[src/rtl/bridge_ctrl_if.sv]
// Processor/device bus bundle for bridge_ctrl. The slave modport is the bridge; the master
// modport is the environment (processor plus attached devices).
interface bridge_ctrl_if #(
  parameter int unsigned DEV_COUNT   = 3,
  parameter int unsigned DEV_ADDR_WD = 8,
  parameter int unsigned DATA_WD     = 32
);
  logic                         PrReq;
  logic                         PrWE;
  logic [31:0]                  PrAddr;
  logic [DATA_WD-1:0]           PrWD;
  logic [DATA_WD-1:0]           PrRD;
  logic                         PrAck;
  logic                         PrErr;
  logic [DEV_ADDR_WD-1:0]       DevAddr;
  logic [DATA_WD-1:0]           DevWD;
  logic [DEV_COUNT-1:0]         DevSel;
  logic [DEV_COUNT-1:0]         DevWE;
  logic [DEV_COUNT*DATA_WD-1:0] DevRD;
  logic [DEV_COUNT-1:0]         DevReady;
  logic [DEV_COUNT-1:0]         DevIrq;
  logic [DEV_COUNT-1:0]         HWInt;

  modport master (
    output PrReq, PrWE, PrAddr, PrWD, DevRD, DevReady, DevIrq,
    input  PrRD, PrAck, PrErr, DevAddr, DevWD, DevSel, DevWE, HWInt
  );

  modport slave (
    input  PrReq, PrWE, PrAddr, PrWD, DevRD, DevReady, DevIrq,
    output PrRD, PrAck, PrErr, DevAddr, DevWD, DevSel, DevWE, HWInt
  );
endinterface

[src/rtl/bridge_ctrl.sv]
// Registered processor/device bridge: one outstanding request, one-hot device select, IRQ stage.
// Define BRIDGE_TIMEOUT_EN to abort an access after TIMEOUT cycles without device ready.
module bridge_ctrl #(
  parameter int unsigned DEV_COUNT   = 3,
  parameter int unsigned DEV_ID_WD   = 4,
  parameter int unsigned DEV_ADDR_WD = 8,
  parameter int unsigned DATA_WD     = 32
`ifdef BRIDGE_TIMEOUT_EN
  ,
  parameter int unsigned TIMEOUT     = 16
`endif
) (
  input logic          clk,
  input logic          reset,
  bridge_ctrl_if.slave bus
);
  localparam int unsigned IdLsb = DEV_ADDR_WD;
  localparam int unsigned IdMsb = DEV_ADDR_WD + DEV_ID_WD - 1;
  localparam int unsigned DecWd = DEV_ADDR_WD + DEV_ID_WD;

  typedef enum logic [1:0] {StIdle, StAccess, StDone, StErr} state_e;

  state_e                 state_q, state_d;
  logic [DEV_COUNT-1:0]   sel_q, sel_d, dwe_q, dwe_d, hwint_q;
  logic [DEV_ADDR_WD-1:0] addr_q, addr_d;
  logic [DATA_WD-1:0]     wd_q, wd_d, rd_q, rd_d, rd_mux;
  logic                   wr_q, wr_d, ack_q, ack_d, err_q, err_d;
  logic [DEV_ID_WD-1:0]   req_id;
  logic [DEV_COUNT-1:0]   req_onehot;
  logic                   dec_ok, dev_ready, timed_out;

  assign req_id = bus.PrAddr[IdMsb:IdLsb];
  assign dec_ok = ((bus.PrAddr >> DecWd) == 32'd0) && (32'(req_id) < DEV_COUNT);

  always_comb begin
    req_onehot = '0;
    for (int unsigned i = 0; i < DEV_COUNT; i++) begin
      req_onehot[i] = (32'(req_id) == i);
    end
  end

  // sel_q is one-hot while in ACCESS, so it doubles as the read-data mux select.
  always_comb begin
    rd_mux = '0;
    for (int unsigned i = 0; i < DEV_COUNT; i++) begin
      rd_mux = rd_mux | ({DATA_WD{sel_q[i]}} & bus.DevRD[i*DATA_WD +: DATA_WD]);
    end
  end

  assign dev_ready = |(bus.DevReady & sel_q);

`ifdef BRIDGE_TIMEOUT_EN
  localparam int unsigned CntWd = $clog2(TIMEOUT + 1);
  logic [CntWd-1:0] cnt_q, cnt_d;

  assign cnt_d     = (state_q == StAccess && !dev_ready) ? cnt_q + CntWd'(1) : '0;
  // Checked only when ready is low, so ready on the final cycle still completes normally.
  assign timed_out = (cnt_q == CntWd'(TIMEOUT - 1));

  always_ff @(posedge clk) begin
    if (reset) cnt_q <= '0;
    else       cnt_q <= cnt_d;
  end
`else
  assign timed_out = 1'b0;
`endif

  always_comb begin
    state_d = state_q;
    sel_d   = sel_q;
    dwe_d   = dwe_q;
    addr_d  = addr_q;
    wd_d    = wd_q;
    wr_d    = wr_q;
    rd_d    = '0;
    ack_d   = 1'b0;
    err_d   = 1'b0;
    unique case (state_q)
      StIdle: begin
        if (bus.PrReq) begin
          if (dec_ok) begin
            state_d = StAccess;
            sel_d   = req_onehot;
            dwe_d   = bus.PrWE ? req_onehot : '0;
            addr_d  = bus.PrAddr[DEV_ADDR_WD-1:0];
            wd_d    = bus.PrWD;
            wr_d    = bus.PrWE;
          end else begin
            state_d = StErr;
            ack_d   = 1'b1;
            err_d   = 1'b1;
          end
        end
      end
      StAccess: begin
        if (dev_ready) begin
          state_d = StDone;
          sel_d   = '0;
          dwe_d   = '0;
          ack_d   = 1'b1;
          rd_d    = wr_q ? '0 : rd_mux;
        end else if (timed_out) begin
          state_d = StErr;
          sel_d   = '0;
          dwe_d   = '0;
          ack_d   = 1'b1;
          err_d   = 1'b1;
        end
      end
      StDone, StErr: state_d = StIdle;
      default:       state_d = StIdle;
    endcase
  end

  always_ff @(posedge clk) begin
    if (reset) begin
      state_q <= StIdle;
      sel_q   <= '0;
      dwe_q   <= '0;
      addr_q  <= '0;
      wd_q    <= '0;
      wr_q    <= 1'b0;
      rd_q    <= '0;
      ack_q   <= 1'b0;
      err_q   <= 1'b0;
      hwint_q <= '0;
    end else begin
      state_q <= state_d;
      sel_q   <= sel_d;
      dwe_q   <= dwe_d;
      addr_q  <= addr_d;
      wd_q    <= wd_d;
      wr_q    <= wr_d;
      rd_q    <= rd_d;
      ack_q   <= ack_d;
      err_q   <= err_d;
      hwint_q <= bus.DevIrq;
    end
  end

  assign bus.PrRD    = rd_q;
  assign bus.PrAck   = ack_q;
  assign bus.PrErr   = err_q;
  assign bus.DevAddr = addr_q;
  assign bus.DevWD   = wd_q;
  assign bus.DevSel  = sel_q;
  assign bus.DevWE   = dwe_q;
  assign bus.HWInt   = hwint_q;
endmodule

[src/flat_wrapper.sv]
// flat-port wrapper written by rule: the top's interface ports become plain ports
module bridge_ctrl_flat 
#(
  parameter int unsigned DEV_COUNT   = 3,
  parameter int unsigned DEV_ID_WD   = 4,
  parameter int unsigned DEV_ADDR_WD = 8,
  parameter int unsigned DATA_WD     = 32

)
  (clk, reset, bus_PrReq, bus_PrWE, bus_PrAddr, bus_PrWD, bus_DevRD, bus_DevReady, bus_DevIrq, bus_PrRD, bus_PrAck, bus_PrErr, bus_DevAddr, bus_DevWD, bus_DevSel, bus_DevWE, bus_HWInt);
  bridge_ctrl_if #(.DEV_COUNT(DEV_COUNT), .DEV_ADDR_WD(DEV_ADDR_WD), .DATA_WD(DATA_WD)) bus_i ();
  input logic clk;
  input logic reset;
  input wire logic [$bits(bus_i.PrReq)-1:0] bus_PrReq;
  input wire logic [$bits(bus_i.PrWE)-1:0] bus_PrWE;
  input wire logic [$bits(bus_i.PrAddr)-1:0] bus_PrAddr;
  input wire logic [$bits(bus_i.PrWD)-1:0] bus_PrWD;
  input wire logic [$bits(bus_i.DevRD)-1:0] bus_DevRD;
  input wire logic [$bits(bus_i.DevReady)-1:0] bus_DevReady;
  input wire logic [$bits(bus_i.DevIrq)-1:0] bus_DevIrq;
  output wire logic [$bits(bus_i.PrRD)-1:0] bus_PrRD;
  output wire logic [$bits(bus_i.PrAck)-1:0] bus_PrAck;
  output wire logic [$bits(bus_i.PrErr)-1:0] bus_PrErr;
  output wire logic [$bits(bus_i.DevAddr)-1:0] bus_DevAddr;
  output wire logic [$bits(bus_i.DevWD)-1:0] bus_DevWD;
  output wire logic [$bits(bus_i.DevSel)-1:0] bus_DevSel;
  output wire logic [$bits(bus_i.DevWE)-1:0] bus_DevWE;
  output wire logic [$bits(bus_i.HWInt)-1:0] bus_HWInt;
  assign bus_i.PrReq = bus_PrReq;
  assign bus_i.PrWE = bus_PrWE;
  assign bus_i.PrAddr = bus_PrAddr;
  assign bus_i.PrWD = bus_PrWD;
  assign bus_i.DevRD = bus_DevRD;
  assign bus_i.DevReady = bus_DevReady;
  assign bus_i.DevIrq = bus_DevIrq;
  assign bus_PrRD = bus_i.PrRD;
  assign bus_PrAck = bus_i.PrAck;
  assign bus_PrErr = bus_i.PrErr;
  assign bus_DevAddr = bus_i.DevAddr;
  assign bus_DevWD = bus_i.DevWD;
  assign bus_DevSel = bus_i.DevSel;
  assign bus_DevWE = bus_i.DevWE;
  assign bus_HWInt = bus_i.HWInt;
  bridge_ctrl #(.DEV_COUNT(DEV_COUNT), .DEV_ID_WD(DEV_ID_WD), .DEV_ADDR_WD(DEV_ADDR_WD), .DATA_WD(DATA_WD)) u_core (.clk(clk), .reset(reset), .bus(bus_i));
endmodule
[config.mk]
export PLATFORM = sky130hd
export DESIGN_NAME = bridge_ctrl_flat
export DESIGN_NICKNAME = d
export VERILOG_FILES = /design/src/rtl/bridge_ctrl_if.sv /design/src/rtl/bridge_ctrl.sv /design/src/flat_wrapper.sv
export SDC_FILE = /design/constraint.sdc
export NUM_CORES = 1
export LEC_CHECK = 0
export CAP_MARGIN = 20
export CORE_MARGIN = 2
export CORE_UTILIZATION = 33
export DETAILED_ROUTE_END_ITERATION = 8
export GPL_TIMING_DRIVEN = 0
export PLACE_DENSITY = 0.81
export SLEW_MARGIN = 40
export SYNTH_ARGS = -nofsm -noshare
export SYNTH_HDL_FRONTEND = slang
export SYNTH_SLANG_ARGS = --single-unit
[constraint.sdc]
create_clock -name clk -period 2.4 [get_ports clk]
set_input_delay 0.48 -clock clk [delete_from_list [all_inputs] [get_ports clk]]
set_output_delay 0.48 -clock clk [all_outputs]
set_load 0.05 [all_outputs]
==> run_summary.xml, run 1 <==
<?xml version="1.0" encoding="UTF-8"?>
<metrics>
  <group name="clock_tree">
    <metric name="insertion_delay" unit="ns">0.34</metric>
    <metric name="cts.clk_slew.worst_paths" unit="ns">0.08</metric>
    <metric name="cts_buffer_depth" unit="">2</metric>
    <metric name="htree_num_levels" unit="">3</metric>
    <metric name="cts_buffers" unit="">9</metric>
    <metric name="cts_root_buf" unit="">sky130_fd_sc_hd__clkbuf_8</metric>
    <metric name="cts_sinks" unit="">86</metric>
    <metric name="tritoncts_clock_tree" unit="">yes</metric>
  </group>
  <group name="place">
    <metric name="dp.cells" unit="">677</metric>
    <metric name="detailed_place_hpwl" unit="um">9160</metric>
    <metric name="dpl_worst_slack" unit="ns">-0.342</metric>
    <metric name="port_buffers" unit="">251</metric>
    <metric name="gpl.final_weighted_congestion" unit="">0.861</metric>
  </group>
  <group name="global_route">
    <metric name="grt_first_pass_wirelength" unit="um">16600</metric>
    <metric name="vias_in_the_first_global_route" unit="">3386</metric>
    <metric name="largest_net_degree_at_the_start_of_global_routing" unit="">14</metric>
    <metric name="grt.total_usage" unit="%">20.7</metric>
    <metric name="grt_remaining_overflow" unit="">0</metric>
    <metric name="grt_antenna_before_repair" unit="">0</metric>
  </group>
  <group name="synth">
    <metric name="ys_top_cells_by_area" unit="">sky130_fd_sc_hd__dfxtp_1 (55%), sky130_fd_sc_hd__mux2i_1 (13%), sky130_fd_sc_hd__a222oi_1 (11%)</metric>
    <metric name="syn_avg_cell_area" unit="um^2">10.5</metric>
    <metric name="synth-seq-area-share" unit="%">55.0</metric>
    <metric name="synth_cells" unit="">297</metric>
    <metric name="synth.yosys.warnings" unit="">0</metric>
    <metric name="synth_cell_type_count" unit="">27</metric>
    <metric name="ys_top_cells_by_count" unit="">sky130_fd_sc_hd__dfxtp_1 (86), sky130_fd_sc_hd__nor2_1 (73), sky130_fd_sc_hd__mux2i_1 (41), sky130_fd_sc_hd__a222oi_1 (33), sky130_fd_sc_hd__clkbuf_1 (21)</metric>
    <metric name="synth_top_flop_cell" unit="">sky130_fd_sc_hd__dfxtp_1</metric>
    <metric name="syn-num-nets" unit="">467</metric>
    <metric name="cell_with_the_most_instances_after_synthesis" unit="">sky130_fd_sc_hd__dfxtp_1</metric>
    <metric name="yosys.area.top_type_share" unit="%">55.0</metric>
    <metric name="synth-seq-cells" unit="">86</metric>
    <metric name="ys_async_sr_fraction" unit="%">0</metric>
    <metric name="syn_area" unit="um^2">3130</metric>
    <metric name="library_cell_with_the_largest_summed_area_after_synthesis" unit="">sky130_fd_sc_hd__dfxtp_1</metric>
    <metric name="number_of_enable_flip_flop_cells_after_synthesis" unit="">0</metric>
  </group>
  <group name="detailed_routing">
    <metric name="num_vias" unit="">3345</metric>
    <metric name="detail-route-antenna-nets" unit="">0</metric>
    <metric name="drtIter0Drc" unit="">188</metric>
    <metric name="routedWlPerCell" unit="um">16.2</metric>
    <metric name="detail_route.wirelength" unit="um">11200</metric>
    <metric name="drt_first_pass_iters" unit="">9</metric>
    <metric name="post-route-drc-count" unit="">0</metric>
    <metric name="post_drt_via_cell_ratio" unit="">4.81</metric>
  </group>
  <group name="finish">
    <metric name="final_core_util" unit="%">65.5</metric>
    <metric name="drive_gt1_share" unit="%">4.59</metric>
    <metric name="antenna-diode-count" unit="">0</metric>
    <metric name="final-instance-count-excl-fill" unit="">696</metric>
    <metric name="final_nets" unit="">732</metric>
    <metric name="syn_to_final_growth" unit="%">93.4</metric>
  </group>
  <group name="floorplanning">
    <metric name="io_pins" unit="">253</metric>
    <metric name="design.die.area" unit="um^2">10300</metric>
    <metric name="fp.dieH" unit="um">101</metric>
    <metric name="core" unit="um^2">9240</metric>
    <metric name="start_util" unit="%">33.9</metric>
    <metric name="fp.dieW" unit="um">101</metric>
    <metric name="placement_rows" unit="">35</metric>
  </group>
  <group name="worst_hold_path">
    <metric name="holdCritPathClass" unit="">reg -&gt; reg</metric>
  </group>
  <group name="power">
    <metric name="p_leak" unit="nW">2.04</metric>
    <metric name="power.ir.vdd_worst" unit="mV">0.338</metric>
    <metric name="power-per-cell-area" unit="nW/um^2">477</metric>
    <metric name="finalPower" unit="W">0.00288</metric>
  </group>
  <group name="critical_path">
    <metric name="cp.arrival" unit="ns">2.44</metric>
    <metric name="critical_path_required" unit="ns">2.63</metric>
    <metric name="start_kind" unit="">input port</metric>
    <metric name="r2r_slack" unit="ns">0.26</metric>
    <metric name="worst_path_largest_cell_delay" unit="ns">0.42</metric>
    <metric name="setup.worst_path.end_class" unit="">flop</metric>
    <metric name="worstSetupPathType" unit="">in -&gt; reg</metric>
    <metric name="crit_slowest_cell" unit="">sky130_fd_sc_hd__clkdlybuf4s50_1</metric>
    <metric name="critical_path.cell_chain" unit="">clkdlybuf4s50_1 &gt; nor4_1 &gt; nand4_1 &gt; nor3_2 &gt; o22ai_1 &gt; a22o_1</metric>
    <metric name="cp_max_fo" unit="">6</metric>
  </group>
  <group name="timing">
    <metric name="min_period_over_period" unit="%">92.1</metric>
    <metric name="peak_clock_frequency_supported_by_timing" unit="MHz">452</metric>
    <metric name="final_hold_viol_count" unit="">0</metric>
    <metric name="actual_slew_at_the_worst_max_slew_pin" unit="ns">0.546</metric>
    <metric name="min_period" unit="ns">2.21</metric>
    <metric name="worst_hold_slack" unit="ns">0.474</metric>
    <metric name="timing.final.ws_setup" unit="ns">0.189</metric>
    <metric name="slew-limit-headroom" unit="%">63.5</metric>
    <metric name="finClkSkew" unit="ns">0.00969</metric>
    <metric name="setup_viol_count_final" unit="">0</metric>
    <metric name="final-max-slew-violation-count" unit="">0</metric>
    <metric name="rsz_0062_raised_after_global_routing" unit="">no</metric>
  </group>
  <group name="job">
    <metric name="maxCapViolCount" unit="">0</metric>
  </group>
  <group name="status">
    <metric name="run_status" unit="">complete, no violations</metric>
  </group>
</metrics>
## path summary, 6_finish.rpt
| check | startpoint | endpoint | cells past startpoint |
|---|---|---|---|
| setup / recovery | bus_PrAddr[16] | u_core.bus.DevSel[2]$_SDFFE_PP0P_ | 6 |
| hold reg to reg | u_core.bus.DevWE[1]$_SDFFE_PP0P_ | u_core.bus.DevWE[1]$_SDFFE_PP0P_ | 1 |
| setup reg to reg | u_core.bus.DevSel[0]$_SDFFE_PP0P_ | u_core.bus.PrRD[15]$_SDFF_PP0_ | 7 |
| hold / removal | u_core.bus.DevWE[1]$_SDFFE_PP0P_ | u_core.bus.DevWE[1]$_SDFFE_PP0P_ | 1 |
## cells by family after synthesis
logic type             Yosys count  synth area share [%]
muxes                           41                  13.1
and+or+nand+nor                 97                  14.0
buffers and inverters           28                  4.32
DFF                             86                  55.0
AOI/OAI and AO/OA               45                  13.6
## power breakdown
| part | switching [W] | total [W] | internal, W |
|---|---|---|---|
| clock network | 0.000479 | 0.00110 | 0.000617 |
| registers | 0.00000285 | 0.00144 | 0.00143 |
| logic | 0.0000945 | 0.000353 | 0.000259 |
## flip-flops by register name, indices dropped and copies added (netlist names)
signal and cells:
u_core.bus.DevAddr 8, u_core.bus.DevSel 3, u_core.bus.DevWD 32, u_core.bus.DevWE 3
u_core.bus.HWInt 3, u_core.bus.PrAck 1, u_core.bus.PrErr 1, u_core.bus.PrRD 32
u_core.state_q 2, u_core.wr_q 1
## metal layers
layer	vias up	part of all wire, %	GRT usage (%)	wire [um]
li1	1618	-	-	-
met1	1526	39	24.7	4340
met2	171	50	35.3	5630
met3	30	8.6	6.28	964
met4	0	2.8	7.38	312
met5	-	0	0	0
## what timing repair did
action / 4_1_cts / 5_1_grt
resized for setup: 0 / 7
buffers inserted: 0 / 3
hold buffers: 0 / 0
setup endpoints to repair: 0 / 61
## critical path: cells and delay by family
family / cells / cell delay, ns
buf+inv: 1 / 0.42
compound gates: 2 / 0.54
simple gates: 3 / 1.00
## through the flow
stage	cell area [um^2]	TNS, ns
3_5_place_dp	5800	-21.09
2_1_floorplan	3130	0
3_3_place_gp	5800	-18.04
5_1_grt	6050	0
6_report	6050	0
4_1_cts	6020	0
## cells in the final DEF (no fill, tap or decap), types with 6 or more instances in the layout
cell                              instances
sky130_fd_sc_hd__clkdlybuf4s50_1        251
sky130_fd_sc_hd__clkbuf_8                10
sky130_fd_sc_hd__nor4_1                   6
sky130_fd_sc_hd__nor2_1                  73
sky130_fd_sc_hd__mux2i_1                 41
sky130_fd_sc_hd__a222oi_1                33
sky130_fd_sc_hd__dfxtp_1                 86
sky130_fd_sc_hd__clkbuf_1                21
## cell type report
| cell class | instances | area [um^2] |
|---|---|---|
| inverter | 1 | 3.75 |
| buffer | 27 | 135 |
| clock buffer | 13 | 149 |
| sequential | 86 | 1720 |
| clock inverter | 3 | 67.6 |
| tap | 129 | 161 |
| timing repair buffer | 254 | 2530 |
| fill | 790 | 3190 |
| multi-input combinational | 183 | 1280 |
Power figures use the tool's default switching activity.
==> run 2: changes to the inputs <==
--- a/config.mk
+++ b/config.mk
@@ -5,13 +5,13 @@
 export SDC_FILE = /design/constraint.sdc
 export NUM_CORES = 1
 export LEC_CHECK = 0
+export ABC_AREA = 1
 export CAP_MARGIN = 20
 export CORE_MARGIN = 2
-export CORE_UTILIZATION = 33
+export CORE_UTILIZATION = 34
 export DETAILED_ROUTE_END_ITERATION = 8
 export GPL_TIMING_DRIVEN = 0
-export PLACE_DENSITY = 0.81
-export SLEW_MARGIN = 40
+export PLACE_DENSITY = 0.8
 export SYNTH_ARGS = -nofsm -noshare
 export SYNTH_HDL_FRONTEND = slang
 export SYNTH_SLANG_ARGS = --single-unit
==> run_summary.xml, run 2 <==
<?xml version="1.0" encoding="UTF-8"?>
<metrics>
  <group name="global_route">
    <metric name="grt.total_usage" unit="%">21.1</metric>
    <metric name="grt_first_pass_wirelength" unit="um">18500</metric>
    <metric name="largest_net_degree_at_the_start_of_global_routing" unit="">14</metric>
    <metric name="grt_remaining_overflow" unit="">0</metric>
    <metric name="grt_antenna_before_repair" unit="">0</metric>
    <metric name="vias_in_the_first_global_route" unit="">3938</metric>
  </group>
  <group name="place">
    <metric name="port_buffers" unit="">252</metric>
    <metric name="detailed_place_hpwl" unit="um">9340</metric>
    <metric name="gpl.final_weighted_congestion" unit="">0.793</metric>
    <metric name="placed_area" unit="um^2">6110</metric>
  </group>
  <group name="synth">
    <metric name="syn_avg_cell_area" unit="um^2">7.65</metric>
    <metric name="library_cell_with_the_largest_summed_area_after_synthesis" unit="">sky130_fd_sc_hd__dfxtp_1</metric>
    <metric name="ys_top_cells_by_count" unit="">sky130_fd_sc_hd__nand2_1 (116), sky130_fd_sc_hd__dfxtp_1 (86), sky130_fd_sc_hd__nor2_1 (80), sky130_fd_sc_hd__o21ai_0 (34), sky130_fd_sc_hd__a31oi_1 (32)</metric>
    <metric name="cell_with_the_most_instances_after_synthesis" unit="">sky130_fd_sc_hd__nand2_1</metric>
    <metric name="synth.yosys.warnings" unit="">0</metric>
    <metric name="ys_top_cells_by_area" unit="">sky130_fd_sc_hd__dfxtp_1 (50%), sky130_fd_sc_hd__nand2_1 (13%), sky130_fd_sc_hd__nor2_1 (8.8%)</metric>
    <metric name="ys_async_sr_fraction" unit="%">0</metric>
    <metric name="syn-num-nets" unit="">617</metric>
    <metric name="number_of_enable_flip_flop_cells_after_synthesis" unit="">0</metric>
    <metric name="synth-seq-cells" unit="">86</metric>
    <metric name="synth_cells" unit="">447</metric>
    <metric name="synth_cell_type_count" unit="">20</metric>
    <metric name="synth_top_flop_cell" unit="">sky130_fd_sc_hd__dfxtp_1</metric>
    <metric name="synth-seq-area-share" unit="%">50.3</metric>
    <metric name="yosys.area.top_type_share" unit="%">50.3</metric>
    <metric name="syn_area" unit="um^2">3420</metric>
  </group>
  <group name="critical_path">
    <metric name="worst_path_largest_cell_delay" unit="ns">0.83</metric>
    <metric name="critical_path_required" unit="ns">1.92</metric>
    <metric name="crit_slowest_cell" unit="">sky130_fd_sc_hd__clkdlybuf4s50_1</metric>
    <metric name="start_kind" unit="">flop</metric>
    <metric name="crit_family" unit="">buffers and inverters</metric>
    <metric name="crit_buf_inv" unit="">1</metric>
    <metric name="cp.arrival" unit="ns">1.56</metric>
    <metric name="worstSetupPathType" unit="">reg -&gt; out</metric>
    <metric name="setup.worst_path.end_class" unit="">output pin</metric>
    <metric name="cp_max_fo" unit="">2</metric>
    <metric name="critical_path.cell_chain" unit="">clkdlybuf4s50_1</metric>
  </group>
  <group name="floorplanning">
    <metric name="placement_rows" unit="">36</metric>
    <metric name="core" unit="um^2">9770</metric>
    <metric name="io_pins" unit="">253</metric>
    <metric name="start_util" unit="%">35.0</metric>
    <metric name="fp.dieW" unit="um">104</metric>
    <metric name="fp.dieH" unit="um">104</metric>
    <metric name="design.die.area" unit="um^2">10900</metric>
  </group>
  <group name="power">
    <metric name="p_sw_share" unit="%">21.1</metric>
    <metric name="power-per-cell-area" unit="nW/um^2">467</metric>
    <metric name="net_switching" unit="W">0.000622</metric>
    <metric name="power.share.clock" unit="%">38.5</metric>
    <metric name="p_int" unit="W">0.00233</metric>
    <metric name="power.ir.vdd_worst" unit="mV">0.253</metric>
    <metric name="p_leak" unit="nW">2.32</metric>
    <metric name="power_frac_comb" unit="%">12.9</metric>
    <metric name="p_seq_share" unit="%">48.6</metric>
  </group>
  <group name="clock_tree">
    <metric name="tritoncts_clock_tree" unit="">yes</metric>
    <metric name="cts_sinks" unit="">86</metric>
    <metric name="post_cts_resize_count" unit="">0</metric>
    <metric name="post_cts.repair.setup_buffers" unit="">0</metric>
    <metric name="cts_buffers" unit="">9</metric>
    <metric name="htree_num_levels" unit="">3</metric>
    <metric name="cts_root_buf" unit="">sky130_fd_sc_hd__clkbuf_8</metric>
    <metric name="cts.clk_slew.worst_paths" unit="ns">0.08</metric>
    <metric name="cts_buffer_depth" unit="">2</metric>
    <metric name="number_of_hold_buffers_added_after_cts" unit="">0</metric>
    <metric name="insertion_delay" unit="ns">0.35</metric>
  </group>
  <group name="detailed_routing">
    <metric name="detail-route-antenna-nets" unit="">0</metric>
    <metric name="drtIter0Drc" unit="">133</metric>
    <metric name="post_drt_via_cell_ratio" unit="">4.60</metric>
    <metric name="detail_route.wirelength" unit="um">11600</metric>
    <metric name="drt_first_pass_iters" unit="">4</metric>
    <metric name="routedWlPerCell" unit="um">13.7</metric>
    <metric name="post-route-drc-count" unit="">0</metric>
    <metric name="num_vias" unit="">3896</metric>
  </group>
  <group name="finish">
    <metric name="leading_cell_type_in_the_layout_fill_and_taps_excluded" unit="">sky130_fd_sc_hd__clkdlybuf4s50_1</metric>
    <metric name="syn_to_final_growth" unit="%">85.1</metric>
    <metric name="drive_gt1_share" unit="%">8.40</metric>
    <metric name="layout_common_cells" unit="">sky130_fd_sc_hd__clkdlybuf4s50_1 (252), sky130_fd_sc_hd__nand2_1 (116), sky130_fd_sc_hd__dfxtp_1 (86)</metric>
    <metric name="final_nets" unit="">880</metric>
    <metric name="filler_cell_count" unit="">831</metric>
    <metric name="antenna-diode-count" unit="">0</metric>
    <metric name="area.sequential" unit="um^2">1720</metric>
    <metric name="multi_input_area" unit="um^2">1490</metric>
    <metric name="final_design_area_no_fill" unit="um^2">6330</metric>
  </group>
  <group name="timing">
    <metric name="rsz_0062_raised_after_global_routing" unit="">no</metric>
    <metric name="finalSetupTns" unit="ns">0</metric>
    <metric name="final_hold_viol_count" unit="">0</metric>
    <metric name="setup_viol_count_final" unit="">0</metric>
    <metric name="peak_clock_frequency_supported_by_timing" unit="MHz">489</metric>
    <metric name="min_period_over_period" unit="%">85.2</metric>
    <metric name="slew-limit-headroom" unit="%">62.8</metric>
    <metric name="min_period" unit="ns">2.04</metric>
    <metric name="finClkSkew" unit="ns">0.00707</metric>
    <metric name="final-max-slew-violation-count" unit="">0</metric>
    <metric name="actual_slew_at_the_worst_max_slew_pin" unit="ns">0.557</metric>
  </group>
  <group name="worst_hold_path">
    <metric name="holdCritPathClass" unit="">reg -&gt; reg</metric>
  </group>
  <group name="job">
    <metric name="maxCapViolCount" unit="">0</metric>
  </group>
  <group name="status">
    <metric name="run_status" unit="">complete, no violations</metric>
  </group>
</metrics>
[run 2: cell count changes after synthesis, moves of 7 or more]
cell | before | now
sky130_fd_sc_hd__nand2_1 | 1 | 116
sky130_fd_sc_hd__mux2i_1 | 41 | 0
sky130_fd_sc_hd__a222oi_1 | 33 | 0
sky130_fd_sc_hd__o21ai_0 | 1 | 34
sky130_fd_sc_hd__a31oi_1 | 0 | 32
sky130_fd_sc_hd__nor2_2 | 0 | 24
sky130_fd_sc_hd__nand3_1 | 1 | 11
sky130_fd_sc_hd__a21oi_1 | 1 | 9
sky130_fd_sc_hd__inv_1 | 1 | 9
sky130_fd_sc_hd__clkbuf_1 | 21 | 14
sky130_fd_sc_hd__nor2_1 | 73 | 80
sky130_fd_sc_hd__o21ai_1 | 0 | 7
[run 2: final timing paths]
path | start | to | slack [ns] | cells past startpoint
min | u_core.bus.DevWE[0]$_SDFFE_PP0P_ | u_core.bus.DevWE[0]$_SDFFE_PP0P_ | 0.48 | 2
max reg2reg | u_core.bus.DevSel[2]$_SDFFE_PP0P_ | u_core.bus.PrRD[15]$_SDFF_PP0_ | 0.83 | 8
max | u_core.bus.DevSel[2]$_SDFFE_PP0P_ | bus_DevSel[2] | 0.36 | 1
min reg2reg | u_core.bus.DevWE[0]$_SDFFE_PP0P_ | u_core.bus.DevWE[0]$_SDFFE_PP0P_ | 0.48 | 2
[run 2: power by group through the flow]
stage	Clock, W	Sequential, W	Combinational [W]
5_1_grt	0.00121	0.00144	0.000407
3_5_place_dp	0	0.00147	0.000381
2_1_floorplan	0	0.00149	0.0000541
6_report	0.00114	0.00144	0.000382
4_1_cts	0.00116	0.00144	0.000383
3_3_place_gp	0	0.00147	0.000376
[run 2: per-stage QoR]
stage               total power, W  hold WS [ns]  worst slack, ns  cells  utilization, %
global placement           0.00185         0.453            0.294    832            62.5
global route               0.00306         0.502            0.310    847            64.8
floorplan                  0.00154         0.462            0.763    447               -
finish                     0.00296         0.475            0.355    847            64.8
CTS                        0.00298         0.481            0.316    847            64.8
detailed placement         0.00185         0.460            0.248    832            62.5
[run 2: cell type report]
cell class / instances / area share, %
repair buffers: 252 / 39.8
flip-flops and latches: 86 / 27.2
multi-input cells: 323 / 23.5
plain buffers: 28 / 2.73
well taps: 133 / 2.63
clock buffers: 11 / 2.39
clock inverters: 4 / 1.11
inverters: 10 / 0.633
[run 2: kinds of logic (layout without fill, tap and decap cells)]
family                 after synthesis  count (layout)  synth area share (%)
AO/OA/AOI/OAI                       82              82                  13.2
flip-flops                          86              86                  50.3
AND/OR/NAND/NOR                    241             241                  30.3
buffers and inverters               38             305                  6.22
[run 2: per-layer routing]
metal / global-route usage [%] / vias up / routed length, um
met5: 0 / - / 0
met4: 8.98 / 0 / 253
met3: 5.58 / 19 / 879
met2: 39.2 / 180 / 5980
met1: 22.1 / 1731 / 4490
li1: - / 1966 / -
[run 2: worst reg2reg max path: stages, from the launching register on]
cell and delay (ns):
sky130_fd_sc_hd__dfxtp_1 0.39, sky130_fd_sc_hd__buf_2 0.20, sky130_fd_sc_hd__nand2_1 0.09, sky130_fd_sc_hd__nand3_1 0.09, sky130_fd_sc_hd__nand2_1 0.10, sky130_fd_sc_hd__inv_1 0.07, sky130_fd_sc_hd__nand2_1 0.14, sky130_fd_sc_hd__buf_2 0.23
sky130_fd_sc_hd__a31oi_1 0.19
